--- config.mk ---
export PLATFORM = sky130hd
export DESIGN_NAME = sum_accumulator
export DESIGN_NICKNAME = d
export VERILOG_FILES = /design/src/rtl/sum_accumulator.sv
export SDC_FILE = /design/constraint.sdc
export NUM_CORES = 1
export LEC_CHECK = 0
export CORE_ASPECT_RATIO = 0.6
export CORE_MARGIN = 5
export CORE_UTILIZATION = 54
export CTS_BUF_LIST = sky130_fd_sc_hd__clkbuf_8
export DETAILED_ROUTE_END_ITERATION = 8
export PLACE_DENSITY_LB_ADDON = 0.15
export RECOVER_POWER = 25
export SLEW_MARGIN = 30
export SYNTH_ARGS = -nofsm -noshare
export SYNTH_HDL_FRONTEND = slang
export SYNTH_SLANG_ARGS = --single-unit
--- constraint.sdc ---
create_clock -name i_clk -period 2.66 [get_ports i_clk]
set_clock_uncertainty 0.2 [all_clocks]
set_input_delay 0.532 -clock i_clk [delete_from_list [all_inputs] [get_ports i_clk]]
set_output_delay 0.532 -clock i_clk [all_outputs]
set_load 0.05 [all_outputs]
--- src/rtl/sum_accumulator.sv ---
// sum_accumulator
//   Collects NSAMP unsigned sums from the adder stage over a valid/ready
//   handshake and presents one frame result at a time: the frame total
//   (modulo 2^AWIDTH), the count of samples flagged zero, and a sticky
//   carry-out flag. The result is held until downstream accepts it. While
//   the result is held, no new samples are taken. This costs one bubble
//   per frame.
//
// Ports
//   i_clk        clock, all logic on posedge
//   i_rst        synchronous reset, active-high
//   i_clear      flush the partial frame (ignored while a result is held)
//   i_in_valid   input sample valid
//   o_in_ready   accumulator can take a sample (state-derived only)
//   i_in_sum     sample value, unsigned, SWIDTH bits
//   i_in_zero    sample-is-zero flag, used exactly as supplied
//   o_out_valid  frame result valid
//   i_out_ready  downstream accepts the result
//   o_out_sum    frame total, AWIDTH bits
//   o_out_zcnt   number of accepted samples with i_in_zero=1
//   o_out_ovf    a carry out of AWIDTH occurred during the frame
module sum_accumulator #(
  parameter int SWIDTH = 9,
  parameter int NSAMP  = 4,
  parameter int AWIDTH = SWIDTH + $clog2(NSAMP),
  parameter int CWIDTH = $clog2(NSAMP + 1)
) (
  input  logic              i_clk,
  input  logic              i_rst,
  input  logic              i_clear,
  input  logic              i_in_valid,
  output logic              o_in_ready,
  input  logic [SWIDTH-1:0] i_in_sum,
  input  logic              i_in_zero,
  output logic              o_out_valid,
  input  logic              i_out_ready,
  output logic [AWIDTH-1:0] o_out_sum,
  output logic [CWIDTH-1:0] o_out_zcnt,
  output logic              o_out_ovf
);

  typedef enum logic {ACC, HOLD} state_t;

  state_t              r_state;
  state_t              w_state_nxt;
  logic [AWIDTH-1:0]   r_acc;
  logic [CWIDTH-1:0]   r_cnt;
  logic [CWIDTH-1:0]   r_zcnt;
  logic                r_ovf;
  logic [AWIDTH-1:0]   r_out_sum;
  logic [CWIDTH-1:0]   r_out_zcnt;
  logic                r_out_ovf;

  logic                w_in_ready;
  logic                w_out_valid;
  logic                w_accept;
  logic                w_last;
  logic [AWIDTH:0]     w_sum_ext;   // one extra bit to catch the carry out
  logic [CWIDTH-1:0]   w_zcnt_nxt;
  logic                w_ovf_nxt;

  // Sample arithmetic, using the updated values so the final sample lands in
  // the presented result.
  assign w_sum_ext  = {1'b0, r_acc} + (AWIDTH+1)'(i_in_sum);
  assign w_zcnt_nxt = r_zcnt + CWIDTH'(i_in_zero);
  assign w_ovf_nxt  = r_ovf | w_sum_ext[AWIDTH];
  assign w_last     = (r_cnt == CWIDTH'(NSAMP - 1));

  always_ff @(posedge i_clk) begin
    if (i_rst) r_state <= ACC;
    else       r_state <= w_state_nxt;
  end

  // Handshake outputs depend on state only, so out_ready never reaches
  // in_ready combinationally.
  always_comb begin
    w_state_nxt = r_state;
    w_in_ready  = 1'b0;
    w_out_valid = 1'b0;
    w_accept    = 1'b0;
    case (r_state)
      ACC: begin
        w_in_ready = 1'b1;
        // A sample offered alongside clear is dropped with the partial frame.
        w_accept   = i_in_valid & ~i_clear;
        if (w_accept && w_last) w_state_nxt = HOLD;
      end
      HOLD: begin
        w_out_valid = 1'b1;
        if (i_out_ready) w_state_nxt = ACC;
      end
      default: w_state_nxt = ACC;
    endcase
  end

  always_ff @(posedge i_clk) begin
    if (i_rst) begin
      r_acc      <= '0;
      r_cnt      <= '0;
      r_zcnt     <= '0;
      r_ovf      <= 1'b0;
      r_out_sum  <= '0;
      r_out_zcnt <= '0;
      r_out_ovf  <= 1'b0;
    end else if (r_state == ACC && i_clear) begin
      r_acc  <= '0;
      r_cnt  <= '0;
      r_zcnt <= '0;
      r_ovf  <= 1'b0;
    end else if (w_accept) begin
      if (w_last) begin
        r_out_sum  <= w_sum_ext[AWIDTH-1:0];
        r_out_zcnt <= w_zcnt_nxt;
        r_out_ovf  <= w_ovf_nxt;
        r_acc      <= '0;
        r_cnt      <= '0;
        r_zcnt     <= '0;
        r_ovf      <= 1'b0;
      end else begin
        r_acc  <= w_sum_ext[AWIDTH-1:0];
        r_cnt  <= r_cnt + CWIDTH'(1);
        r_zcnt <= w_zcnt_nxt;
        r_ovf  <= w_ovf_nxt;
      end
    end
  end

  assign o_in_ready  = w_in_ready;
  assign o_out_valid = w_out_valid;
  assign o_out_sum   = r_out_sum;
  assign o_out_zcnt  = r_out_zcnt;
  assign o_out_ovf   = r_out_ovf;

endmodule

# Yosys cells after proc, flatten, opt, wreduce, memory -nomap -nowiden
# Index checks and enable logic that the tools add are counted.
# classes
add_sub_neg	3
n_eq_ne	1
n_mux	10
n_bitwise	5
reduce_logical	4
# op_table
op	count
$add A11 B9 Y12	1
$mux W11	1
$mux W1	6
$mux W3	2
$add A3 B1 Y3	1
$add A3 B1 Y3 const B	1
$eq A3 B2 Y1 const B	1
$not A1 Y1	3
$reduce_and A3 Y1	1
$logic_and A1 B1 Y1	2
$pmux W1 S2	1
$reduce_or A2 Y1	1
$and A1 B1 Y1	1
$or A1 B1 Y1	1
# totals
reg_bits	34
inputBits	15
out_inout_bits	17
wordCells	31

# Depth between registers and ports, before layout
# depth
depth_word	5
depth_mapped	8
depth_no_buf	8

# Least setup slack after synthesis
# Ideal clock, no wire load.
# synth_path
path_kind	input to register
from	in i_in_sum[0]
to	reg r_out_sum[6] (netlist: o_out_sum[6])
setup_ps	62
arrival_time_ps	2145
t_required_ps	2398
setup_slack_ps	253
cell_stages	8
n_path_buf	0
cell_sequence	ha_1 > inv_1 > fa_1 > nand2b_1 > a21oi_1 > a31oi_1 > or4_1 > nand3_1
# synth_via
elab_chain_len	1
# synth_lines
item	line	source
start: declaration	33	input logic [SWIDTH-1:0] i_in_sum,
$add A11 B9 Y12	64	assign w_sum_ext = {1'b0, r_acc} + (AWIDTH+1)'(i_in_sum);
end signal: assignment	112	r_out_sum <= w_sum_ext[AWIDTH-1:0];
end: declaration	50	logic [AWIDTH-1:0] r_out_sum;
# No other way between the ends.
# A chain may end at the register's enable or synchronous reset.

# Worst setup path after layout
# layout_path
from	in i_in_sum[0]
to	reg r_acc[8]
# layout_via
elab_chain_len	2
# layout_lines
item	line	source
$add A11 B9 Y12	64	
$mux W11	111	if (w_last) begin
end signal: assignment	120	r_acc <= w_sum_ext[AWIDTH-1:0];
end: declaration	46	logic [AWIDTH-1:0] r_acc;
# No other way between the ends.

==> impl_metrics.py <==
metrics = {
    "cells_and_area": {
        "multiInputGateArea_um2": 1050,
        "filler_cell_count": 245,
        "areaGrowthSynthToFinish_pct": 33.0,
        "post_route_cells_drive_above_1_share_pct": 14.6,
        "fin_nets": 288,
        "register_area_um2": 681,
        "diodes": 0,
    },
    "synthesis": {
        "synth_cell_type_count": 45,
        "syn_inst": 208,
        "synth.top_cells.by_area": "dfxtp_1 38%, ha_1 8.3%, a21oi_1 6.1%",
        "synth_common_cells": "34 x dfxtp_1, 26 x nand2_1, 22 x a21oi_1",
        "syn_nets": 236,
        "synth_top_cell_area_share_pct": 37.8,
        "netlist.top_cell.by_area": "dfxtp_1",
        "synth_seq_area_share_pct": 37.8,
        "yosysWarnings": 0,
        "synth_edf_count": 0,
        "ys.flop_type": "dfxtp_1",
        "avgSynthCellArea_um2": 8.66,
        "ys_async_sr_fraction_pct": 0,
        "synth.most_common_cell": "dfxtp_1",
        "ys_ff_latch": 34,
        "syn_area_um2": 1800,
    },
    "clock_network": {
        "cts_root_buf": "clkbuf_8",
        "cts_buffers": 5,
        "cts_tree": "yes",
        "clock-sinks": 34,
        "postCtsHoldBufs": 0,
        "htree_levels": 2,
        "clk_pin_slew_ns": 0.07,
        "cts_setup_buffers": 0,
        "clkLatencyLatePin_ns": 0.29,
        "cts.path.max_buffers": 2,
        "cts-resized-gates": 0,
    },
    "detailed_routing": {
        "drt_iter0_drc": 93,
        "post_drt_via_cell_ratio": 5.67,
        "antenna_left": 0,
        "wl_per_cell_um": 15.6,
        "drc": 0,
        "vias": 1736,
        "wl_um": 4760,
        "first_pass_iters": 4,
    },
    "floorplanning": {
        "ios": 32,
        "die-height_um": 54.7,
        "start_util_pct": 55.9,
        "die_w_um": 84.6,
        "die_area_um2": 4630,
        "fp-row-count": 16,
        "core_um2": 3220,
    },
    "global_routing": {
        "grtUsageMet3_pct": 6.92,
        "busiest_layer": "met2",
        "grt_util_all_layers_pct": 22.1,
        "grt_start_max_net_pins": 14,
        "use_met1_pct": 27.2,
        "overflow": 0,
        "antenna_found_initial": 0,
        "grt_util_met2_pct": 37.0,
        "grt_pass1_wl_um": 7750,
        "grt_pass1_vias": 1632,
    },
    "power": {
        "pwr-share-comb_pct": 14.8,
        "pwr-share-seq_pct": 48.0,
        "p_clk_share_pct": 37.2,
        "internal_power_uw": 801,
        "p_switching_uw": 281,
        "finalPower_mw": 1.08,
        "power_density_nw_per_um2": 451,
        "p_leak_nw": 0.909,
        "ir_worst_vdd_uv": 393,
        "switching_share_pct": 26.0,
    },
    "critical_path": {
        "crit_arrival_ns": 2.63,
        "required_ns": 2.64,
        "cp-end-kind": "flop",
        "timing.rr.end": "r_acc[8]",
        "cp_top_family": "compound AO/OA/AOI/OAI gates",
        "crit_type": "input pin to flop",
        "crit_slowest_cell": "clkdlybuf4s50_1",
        "critPathLaunch": "i_in_sum[0]",
        "cp_slowest_stage_delay_ns": 0.47,
        "path_cells": "clkdlybuf4s50_1 > ha_1 > inv_1 > fa_1 > nand2b_1 > a211oi_1 > nor2_1 > xnor2_1 > a22o_1",
        "cp_num_buf_inv": 2,
        "crit_fanout": 2,
        "cp-start-kind": "input pin",
        "r2r-start": "r_acc[0]",
        "rrSetupSlack_ns": 0.40,
        "r2r_cells": 8,
    },
    "worst_hold_path": {
        "hold_class": "flop to flop",
        "min_from": "r_cnt[2]",
        "hold_depth": 2,
        "min_to": "r_cnt[2]",
    },
    "status": {
        "outcome": "finished, final reports clean",
    },
    "timing": {
        "rsz0062_at_grt": "yes",
        "max_slew.worst_pin.slew_ns": 0.511,
        "fin_crit_sh_pct": 99.4,
        "hold_viol": 0,
        "timing.slew.headroom_pct": 65.8,
        "setup_viol": 0,
        "setup-tns-final_ns": 0,
        "drv_slew": 0,
        "clock.fmax_ghz": 0.378,
        "finalCriticalPeriod_ns": 2.64,
    },
    "place": {
        "dp_hpwl_um": 3590,
        "io_buffer_count": 31,
        "place_congestion": 1.02,
    },
    "flow_run": {
        "drv_cap": 0,
    },
}
through the flow:
step           cells  setup slack (ns)  util [%]  hold WS [ns]  instance area, um^2
6_report         306            0.0172      74.3         0.236                 2400
4_1_cts          306            0.0137      74.4         0.235                 2400
3_5_place_dp     298            -0.285      71.5         0.223                 2300
3_3_place_gp     298            -0.218      71.5         0.217                 2300
5_1_grt          306           -0.0772      74.3         0.259                 2400
2_1_floorplan    208             0.253         -         0.210                 1800
how the worst max path moves through the flow:
stage | to | depth (start not counted)
floorplan | o_out_sum[6] | 8
global placement | o_out_sum[6] | 9
detailed placement | o_out_sum[6] | 9
CTS | o_out_sum[6] | 9
global route | o_out_sum[6] | 9
finish | r_acc[8] | 9
layer usage:
metal,wire (um),vias to the layer above
li1,-,848
met1,2190,820
met2,2150,58
met3,326,10
met4,87,0
met5,0,-
logic make-up after synthesis:
group	Yosys count	share of synthesized area [%]
xor+xnor	8	3.89
simple gates	77	21.8
mux	2	1.11
fa+ha+maj	13	9.44
flops	34	37.8
buf+inv	17	3.96
compound gates	57	22.0
worst reg2reg max path, cell delays in order (launching register included):
cell	delay [ns]
dfxtp_1	0.34
ha_1	0.18
inv_1	0.06
fa_1	0.37
nand2b_1	0.19
a211oi_1	0.35
nor2_1	0.12
xnor2_1	0.15
a22o_1	0.21
power by group through the flow:
stage                     clock (mW)  sequential, mW  combinational, mW
final                          0.403           0.520              0.160
after global routing           0.440           0.520              0.173
after CTS                      0.412           0.519              0.158
after detailed placement           0           0.531              0.157
after global placement             0           0.531              0.151
after floorplan                    0           0.530             0.0901
flip-flops by register name, summed over array words and instances, names as in the netlist:
register    flops
o_out_sum      11
r_acc          11
o_out_zcnt      3
r_cnt           3
r_zcnt          3
o_out_ovf       1
r_ovf           1
r_state         1
placed cells by master (no fill, tap or decap), drive strengths merged, types with 3 or more instances in the layout:
cell,count
clkbuf,7
a21o,3
nand2,27
and2,3
xnor2,6
a22oi,6
nand3b,4
buf,23
o21ai,5
a31oi,3
inv,7
nand4,3
dfxtp,34
a22o,4
ha,12
nand2b,5
a21oi,22
clkdlybuf4s50,30
nor2,21
a211oi,6
layout make-up:
cell class              count  area share, %
repair buffers             55           20.3
clock inverters             2          0.522
flip-flops and latches     34           28.4
well taps                  45           2.35
clock buffers               6           3.45
inverters                   7           1.10
multi-input cells         157           43.9
Note: power is estimated with default switching activity, not from simulation.
